## src/rtl/shot_pkg.sv

```systemverilog
// Shared types and helpers for the shot resolver: FSM state encoding, magazine depth, HP width.
package shot_pkg;
  localparam int MAG_DEPTH = 8;
  localparam int HP_W      = 3;
  localparam int CNT_W     = 4;

  typedef enum logic [2:0] {
    S_EMPTY, S_READY, S_FIRE, S_APPLY, S_ANIM, S_OVER
  } state_e;

  function automatic logic [CNT_W-1:0] clamp_cnt(input logic [CNT_W-1:0] c);
    return (c > CNT_W'(MAG_DEPTH)) ? CNT_W'(MAG_DEPTH) : c;
  endfunction

  function automatic logic [HP_W-1:0] hp_sub(input logic [HP_W-1:0] hp, input logic [HP_W-1:0] dmg);
    return (hp > dmg) ? hp - dmg : '0;
  endfunction
endpackage

```

## src/rtl/shot_resolver_if.sv

```systemverilog
// Control/status bundle between the game controller and shot_resolver.
// SAWED_OFF_EN adds the double-damage arm input and its status output.
interface shot_if;
  logic       i_load;
  logic [7:0] i_shells;
  logic [3:0] i_shell_cnt;
  logic       i_trigger;
  logic       i_shoot_select;
  logic       i_new_game;
  logic [2:0] o_hp_p0;
  logic [2:0] o_hp_p1;
  logic       o_turn;
  logic [3:0] o_shell_left;
  logic       o_need_load;
  logic       o_busy;
  logic       o_result_valid;
  logic       o_result_live;
  logic       o_game_over;
  logic       o_winner;
`ifdef SAWED_OFF_EN
  logic       i_double;
  logic       o_double_armed;
`endif

  modport slave (
    input  i_load, i_shells, i_shell_cnt, i_trigger, i_shoot_select, i_new_game,
`ifdef SAWED_OFF_EN
    input  i_double,
    output o_double_armed,
`endif
    output o_hp_p0, o_hp_p1, o_turn, o_shell_left, o_need_load, o_busy,
    output o_result_valid, o_result_live, o_game_over, o_winner
  );

  modport master (
    output i_load, i_shells, i_shell_cnt, i_trigger, i_shoot_select, i_new_game,
`ifdef SAWED_OFF_EN
    output i_double,
    input  o_double_armed,
`endif
    input  o_hp_p0, o_hp_p1, o_turn, o_shell_left, o_need_load, o_busy,
    input  o_result_valid, o_result_live, o_game_over, o_winner
  );
endinterface

```

## src/rtl/shell_magazine.sv

```systemverilog
// Shell shift register: bit 0 is the next shell; load replaces, pop shifts right and decrements.
module shell_magazine
  import shot_pkg::*;
(
  input  logic                 i_clk,
  input  logic                 i_rst,
  input  logic                 i_load,
  input  logic [MAG_DEPTH-1:0] i_shells,
  input  logic [CNT_W-1:0]     i_cnt,
  input  logic                 i_pop,
  input  logic                 i_clear,
  output logic                 o_head,
  output logic [CNT_W-1:0]     o_cnt,
  output logic                 o_empty
);
  logic [MAG_DEPTH-1:0] bits_q;
  logic [CNT_W-1:0]     cnt_q;

  always_ff @(posedge i_clk) begin
    if (i_rst || i_clear) begin
      bits_q <= '0;
      cnt_q  <= '0;
    end else if (i_load) begin
      bits_q <= i_shells;
      cnt_q  <= clamp_cnt(i_cnt);
    end else if (i_pop && cnt_q != '0) begin
      bits_q <= bits_q >> 1;
      cnt_q  <= cnt_q - 1'b1;
    end
  end

  assign o_head  = bits_q[0];
  assign o_cnt   = cnt_q;
  assign o_empty = (cnt_q == '0);
endmodule

```

## src/rtl/shot_resolver.sv

```systemverilog
// Two-player shot resolver: fire/apply/animate FSM over a shell magazine; result pulses 2 cycles after trigger.
// Optional SAWED_OFF_EN: an armed shot deals 2 damage on a live shell.
module shot_resolver
  import shot_pkg::*;
#(
  parameter int HP_MAX      = 4,
  parameter int ANIM_CYCLES = 16
) (
  input  logic i_clk,
  input  logic i_rst,
  shot_if.slave bus
);
  localparam int AW = (ANIM_CYCLES > 1) ? $clog2(ANIM_CYCLES) : 1;
  localparam logic [AW-1:0]   ANIM_LOAD = AW'(ANIM_CYCLES - 1);
  localparam logic [HP_W-1:0] HP_FULL   = HP_W'(HP_MAX);

  state_e          state_q, state_d;
  logic [HP_W-1:0] hp0_q, hp0_d, hp1_q, hp1_d;
  logic            turn_q, turn_d;
  logic            shell_q, shell_d;
  logic            tgt_q, tgt_d;
  logic            live_q, live_d;
  logic            rv_q, rv_d;
  logic [AW-1:0]   anim_q, anim_d;
  logic [HP_W-1:0] dmg;
  logic            victim;

  logic             mag_load, mag_pop, mag_clear, mag_head, mag_empty;
  logic [CNT_W-1:0] mag_cnt;

  // A zero-count load is ignored both when empty and when replacing.
  assign mag_load  = (state_q == S_EMPTY || state_q == S_READY) && bus.i_load && (bus.i_shell_cnt != '0);
  assign mag_pop   = (state_q == S_FIRE);
  assign mag_clear = (state_q == S_OVER) && bus.i_new_game;

  shell_magazine u_mag (
    .i_clk    (i_clk),
    .i_rst    (i_rst),
    .i_load   (mag_load),
    .i_shells (bus.i_shells),
    .i_cnt    (bus.i_shell_cnt),
    .i_pop    (mag_pop),
    .i_clear  (mag_clear),
    .o_head   (mag_head),
    .o_cnt    (mag_cnt),
    .o_empty  (mag_empty)
  );

`ifdef SAWED_OFF_EN
  logic dbl_q, dbl_d;

  always_comb begin
    dbl_d = dbl_q;
    if (state_q == S_READY && bus.i_double) dbl_d = 1'b1;
    if (state_q == S_APPLY || mag_clear)    dbl_d = 1'b0;
  end

  always_ff @(posedge i_clk) begin
    if (i_rst) dbl_q <= 1'b0;
    else       dbl_q <= dbl_d;
  end

  assign dmg                = dbl_q ? HP_W'(2) : HP_W'(1);
  assign bus.o_double_armed = dbl_q;
`else
  assign dmg = HP_W'(1);
`endif

  // Target 1 = shooter itself, 0 = the other player.
  assign victim = tgt_q ? turn_q : ~turn_q;

  always_comb begin
    state_d = state_q;
    hp0_d   = hp0_q;
    hp1_d   = hp1_q;
    turn_d  = turn_q;
    shell_d = shell_q;
    tgt_d   = tgt_q;
    live_d  = live_q;
    rv_d    = 1'b0;
    anim_d  = anim_q;
    case (state_q)
      S_EMPTY: if (mag_load) state_d = S_READY;
      S_READY: if (!bus.i_load && bus.i_trigger) state_d = S_FIRE;
      S_FIRE: begin
        shell_d = mag_head;
        tgt_d   = bus.i_shoot_select;
        state_d = S_APPLY;
      end
      S_APPLY: begin
        live_d = shell_q;
        rv_d   = 1'b1;
        if (shell_q) begin
          if (victim) hp1_d = hp_sub(hp1_q, dmg);
          else        hp0_d = hp_sub(hp0_q, dmg);
        end
        if (shell_q || !tgt_q) turn_d = ~turn_q;
        anim_d  = ANIM_LOAD;
        state_d = S_ANIM;
      end
      S_ANIM: begin
        if (anim_q == '0) begin
          if (hp0_q == '0 || hp1_q == '0) state_d = S_OVER;
          else if (mag_empty)             state_d = S_EMPTY;
          else                            state_d = S_READY;
        end else begin
          anim_d = anim_q - 1'b1;
        end
      end
      S_OVER: begin
        if (bus.i_new_game) begin
          hp0_d   = HP_FULL;
          hp1_d   = HP_FULL;
          turn_d  = 1'b0;
          live_d  = 1'b0;
          state_d = S_EMPTY;
        end
      end
      default: state_d = S_EMPTY;
    endcase
  end

  always_ff @(posedge i_clk) begin
    if (i_rst) begin
      state_q <= S_EMPTY;
      hp0_q   <= HP_FULL;
      hp1_q   <= HP_FULL;
      turn_q  <= 1'b0;
      shell_q <= 1'b0;
      tgt_q   <= 1'b0;
      live_q  <= 1'b0;
      rv_q    <= 1'b0;
      anim_q  <= '0;
    end else begin
      state_q <= state_d;
      hp0_q   <= hp0_d;
      hp1_q   <= hp1_d;
      turn_q  <= turn_d;
      shell_q <= shell_d;
      tgt_q   <= tgt_d;
      live_q  <= live_d;
      rv_q    <= rv_d;
      anim_q  <= anim_d;
    end
  end

  assign bus.o_hp_p0        = hp0_q;
  assign bus.o_hp_p1        = hp1_q;
  assign bus.o_turn         = turn_q;
  assign bus.o_shell_left   = mag_cnt;
  assign bus.o_need_load    = (state_q == S_EMPTY);
  assign bus.o_busy         = (state_q == S_FIRE) || (state_q == S_APPLY) || (state_q == S_ANIM);
  assign bus.o_result_valid = rv_q;
  assign bus.o_result_live  = live_q;
  assign bus.o_game_over    = (state_q == S_OVER);
  assign bus.o_winner       = (state_q == S_OVER) && (hp0_q == '0);
endmodule

```

## src/flat_wrapper.sv

```systemverilog
// flat-port wrapper written by rule: the top's interface ports become plain ports
module shot_resolver_flat import shot_pkg::*;
#(
  parameter int HP_MAX      = 4,
  parameter int ANIM_CYCLES = 16
)
  (i_clk, i_rst, bus_i_load, bus_i_shells, bus_i_shell_cnt, bus_i_trigger, bus_i_shoot_select, bus_i_new_game, bus_o_hp_p0, bus_o_hp_p1, bus_o_turn, bus_o_shell_left, bus_o_need_load, bus_o_busy, bus_o_result_valid, bus_o_result_live, bus_o_game_over, bus_o_winner);
  shot_if bus_i ();
  input  logic i_clk;
  input  logic i_rst;
  input wire logic [$bits(bus_i.i_load)-1:0] bus_i_load;
  input wire logic [$bits(bus_i.i_shells)-1:0] bus_i_shells;
  input wire logic [$bits(bus_i.i_shell_cnt)-1:0] bus_i_shell_cnt;
  input wire logic [$bits(bus_i.i_trigger)-1:0] bus_i_trigger;
  input wire logic [$bits(bus_i.i_shoot_select)-1:0] bus_i_shoot_select;
  input wire logic [$bits(bus_i.i_new_game)-1:0] bus_i_new_game;
  output wire logic [$bits(bus_i.o_hp_p0)-1:0] bus_o_hp_p0;
  output wire logic [$bits(bus_i.o_hp_p1)-1:0] bus_o_hp_p1;
  output wire logic [$bits(bus_i.o_turn)-1:0] bus_o_turn;
  output wire logic [$bits(bus_i.o_shell_left)-1:0] bus_o_shell_left;
  output wire logic [$bits(bus_i.o_need_load)-1:0] bus_o_need_load;
  output wire logic [$bits(bus_i.o_busy)-1:0] bus_o_busy;
  output wire logic [$bits(bus_i.o_result_valid)-1:0] bus_o_result_valid;
  output wire logic [$bits(bus_i.o_result_live)-1:0] bus_o_result_live;
  output wire logic [$bits(bus_i.o_game_over)-1:0] bus_o_game_over;
  output wire logic [$bits(bus_i.o_winner)-1:0] bus_o_winner;
  assign bus_i.i_load = bus_i_load;
  assign bus_i.i_shells = bus_i_shells;
  assign bus_i.i_shell_cnt = bus_i_shell_cnt;
  assign bus_i.i_trigger = bus_i_trigger;
  assign bus_i.i_shoot_select = bus_i_shoot_select;
  assign bus_i.i_new_game = bus_i_new_game;
  assign bus_o_hp_p0 = bus_i.o_hp_p0;
  assign bus_o_hp_p1 = bus_i.o_hp_p1;
  assign bus_o_turn = bus_i.o_turn;
  assign bus_o_shell_left = bus_i.o_shell_left;
  assign bus_o_need_load = bus_i.o_need_load;
  assign bus_o_busy = bus_i.o_busy;
  assign bus_o_result_valid = bus_i.o_result_valid;
  assign bus_o_result_live = bus_i.o_result_live;
  assign bus_o_game_over = bus_i.o_game_over;
  assign bus_o_winner = bus_i.o_winner;
  shot_resolver #(.HP_MAX(HP_MAX), .ANIM_CYCLES(ANIM_CYCLES)) u_core (.i_clk(i_clk), .i_rst(i_rst), .bus(bus_i));
endmodule
```

## config.mk

```make
export PLATFORM = sky130hd
export DESIGN_NAME = shot_resolver_flat
export DESIGN_NICKNAME = d
export VERILOG_FILES = /design/src/rtl/shot_pkg.sv /design/src/rtl/shot_resolver_if.sv /design/src/rtl/shell_magazine.sv /design/src/rtl/shot_resolver.sv /design/src/flat_wrapper.sv
export SDC_FILE = /design/constraint.sdc
export NUM_CORES = 1
export LEC_CHECK = 0
export ABC_AREA = 1
export CAP_MARGIN = 5
export CORE_MARGIN = 2
export CORE_UTILIZATION = 25
export DETAILED_ROUTE_END_ITERATION = 10
export PLACE_DENSITY_LB_ADDON = 0.2
export SYNTH_ARGS = -nofsm -noshare
export SYNTH_HDL_FRONTEND = slang
export SYNTH_SLANG_ARGS = --single-unit
```

## constraint.sdc

```tcl
create_clock -name i_clk -period 2.6 [get_ports i_clk]
set_clock_uncertainty 0.15 [all_clocks]
set_input_delay 0.52 -clock i_clk [delete_from_list [all_inputs] [get_ports i_clk]]
set_output_delay 0.52 -clock i_clk [all_outputs]
set_load 0.01 [all_outputs]
```

==> reports/qor.yml <==
finalCritPeriodShare: 0.905
synthCells: 264
htree_levels: 2
clk_latency_ns: 0.28
numCtsBuffers: 5
synth.area.top_cells: "dfxtp_1 33%, nand2_1 15%, nor2_1 7.3%, inv_1 6.0%, ha_1 5.5%"
worstHoldStart: "u_core.u_mag.bits_q[7]$_SDFFE_PP0P_"
rr_startpoint: "u_core.state_q[0]$_SDFFE_PP0P_"
drv_cap: 0
grtUsageMet1: 0.145
avgViaCountPerCell: 4.15
vias: 1659
start_kind: "flip-flop"
hold-path-cell-count: 2
drc: 0
worst_path_most_repeated_cell: "inv_2"
fillers: 785
antenna_found_initial: 0
seq_area_frac_synth: 0.333
grt_pass1_vias: 1592
drive_gt1_frac: 0.122
crit_chain: "inv_2, nand2_4, inv_2, nand2_1, inv_1, clkdlybuf4s50_1"
required_ns: 1.93
hold-path-endpoint: "u_core.u_mag.bits_q[7]$_SDFFE_PP0P_"
drt_wl_total_mm: 4.05
overflow: 0
cp_max_fo: 6
crit_path_end_kind: "primary output"
crit_arrival_ns: 1.68
drtAntennaViolNets: 0
start_util: 0.261
syn_to_final_growth_pct: 29.5
cts_sinks: 30
insertedDiodeCount: 0
grt_most_used_layer: "met2"
dr.pass1.iters: 4
r2r_end: "u_core.u_mag.o_cnt[0]$_SDFFE_PP0P_"
setup_viol: 0
ys_warn_count: 0
cts_resized: 0
synth-seq-cells: 30
vdd_drop_max_v: 0.000276
status: "finished clean"
grt_usage: 0.113
fp.dieH_um: 89.0
nets: 330
post-cts-setup-buffers: 0
io_pins: 35
multi_input_area_mm2: 0.00104
ys_types: 32
synth_top_cell_area_share: 0.333
gp_congestion: 0.779
drtIter0Drc: 47
dp_hpwl_mm: 3.10
synth_nets: 290
finalMaxSlewViolations: 0
timing.fmax_mhz: 425
yosys.area.top_type: "dfxtp_1"
cts.path.max_buffers: 2
rsz0062_at_grt: "false"
syn-cell-area_mm2: 0.00180
cts_tree: "done"
critical_path.max_stage_delay_ns: 0.48
die_w_um: 89.0
io_buffers: 34
p_leak_nw: 1.07
rows: 30
setup_tns_ns: 0
grt_max_degree: 16
slowest_stage: "dfxtp_1"
ctsRootBufferMaster: "clkbuf_8"
finalHoldViolations: 0
grt_use_met3: 0.0286
ff2ff_setup_slack_ns: 1.02
relSlewSlack: 0.799
holdBufCountCts: 0
finalPower_w: 0.00192
use_met2: 0.187
reg2reg_depth: 5
finalCriticalPeriod_ns: 2.35
core-area_mm2: 0.00691
grt_first_pass_wirelength_mm: 7.02
p_per_area_mw_per_mm2: 820
worst_pin_slew_ns: 0.302
wl_per_cell_um: 10.1
clk_pin_slew_ns: 0.06
hp-class: "reg2reg"
synth_area_per_cell_um2: 6.83
seqCellArea_um2: 601
fp.dieArea_mm2: 0.00791
worstSetupPathType: "reg2out"
==> cells in the mapped netlist (all sizes together) <==
master,count
clkbuf,1
nor3,2
o21ai,17
a21oi,15
or2,1
o211ai,2
dfxtp,30
nand3b,1
nand3,16
nor2,39
ha,8
nand2,82
xnor2,2
xor2,4
o21bai,1
nand4,2
clkinv,1
o211a,1
buf,1
inv,38
==> cell type report <==
class,instances,share of cell area
clock buffers,7,0.0327
multi-input cells,193,0.444
flip-flops and latches,30,0.257
well taps,96,0.0514
repair buffers,35,0.149
inverters,39,0.0664
==> layout by cell type, fill, tap and decap left out <==
master           netlist  final
a21oi_1               14     14
a21oi_2                1      1
buf_4                  1      1
clkbuf_1               1      2
clkbuf_8               0      5
clkdlybuf4s50_1        0     34
clkinv_2               1      1
dfxtp_1               30     30
ha_1                   8      8
inv_1                 29     29
inv_2                  7      7
inv_4                  1      1
inv_6                  1      1
nand2_1               74     74
nand2_2                5      5
nand2_4                3      3
nand3_1               11     11
nand3_2                3      3
nand3_4                2      2
nand3b_1               1      1
nand4_1                2      2
nor2_1                35     35
nor2_2                 2      2
nor2_4                 2      2
nor3_1                 2      2
o211a_1                1      1
o211ai_1               2      2
o21ai_0               12     12
o21ai_1                3      3
o21ai_4                2      2
o21bai_1               1      1
or2_2                  1      1
xnor2_1                2      2
xor2_1                 4      4
==> worst max-delay path: cells and delay by family, from the launching register on <==
kind | cells | cell delay (ns)
flip-flops | 1 | 0.48
AND/OR/NAND/NOR | 2 | 0.21
buffers and inverters | 4 | 0.71
==> per-stage QoR <==
stage	hold slack (ns)	setup slack, ns	util	area [um^2]	cells
2_1_floorplan	0.289	1.10	-	1800	264
5_1_grt	0.356	0.159	0.338	2340	400
6_report	0.311	0.246	0.338	2340	400
3_5_place_dp	0.306	0.487	0.327	2260	393
3_3_place_gp	0.302	0.415	0.327	2260	393
4_1_cts	0.314	0.228	0.338	2340	400
==> report_power, final <==
group | internal, W | switching, W | leakage, nW
combinational | 0.000378 | 0.000524 | 0.788
sequential | 0.000558 | 0.000102 | 0.245
clock | 0.000184 | 0.000171 | 0.0383
==> kinds of logic (layout without fill, tap and decap cells) <==
kind of cell / count (synthesis) / in the layout / share of synthesized area
adder cells (fa/ha/maj): 8 / 8 / 0.0555
AO/OA/AOI/OAI: 36 / 36 / 0.121
XOR/XNOR: 6 / 6 / 0.0291
buffers and inverters: 41 / 81 / 0.0922
flip-flops: 30 / 30 / 0.333
AND/OR/NAND/NOR: 143 / 143 / 0.369
==> per-layer routing <==
layer	vias up	wire length [um]
met3	8	160
met4	0	62
met1	718	1990
met2	27	1830
li1	906	-
met5	-	0
==> flip-flops by register name (all words and copies together), names as in the netlist <==
name	flops
u_core.u_mag.bits_q	8
u_core.anim_q	4
u_core.u_mag.o_cnt	4
u_core.bus.o_hp_p0	3
u_core.bus.o_hp_p1	3
u_core.state_q	3
u_core.bus.o_result_live	1
u_core.bus.o_result_valid	1
u_core.bus.o_turn	1
u_core.shell_q	1
u_core.tgt_q	1
==> how the worst max path moves through the flow <==
stage	from	endpoint	slack, ns	cells past startpoint
after global routing	u_core.state_q[2]$_SDFFE_PP0P_	bus_o_need_load	0.16	6
after CTS	u_core.state_q[0]$_SDFFE_PP0P_	bus_o_game_over	0.23	3
after global placement	bus_i_load	u_core.u_mag.o_cnt[1]$_SDFFE_PP0P_	0.41	8
after floorplan	u_core.bus.o_hp_p0[0]$_SDFFE_PP0P_	bus_o_winner	1.10	4
final	u_core.state_q[2]$_SDFFE_PP0P_	bus_o_need_load	0.25	6
after detailed placement	bus_i_load	u_core.u_mag.o_cnt[1]$_SDFFE_PP0P_	0.49	8
No activity file was read; power rests on OpenSTA's default activity.
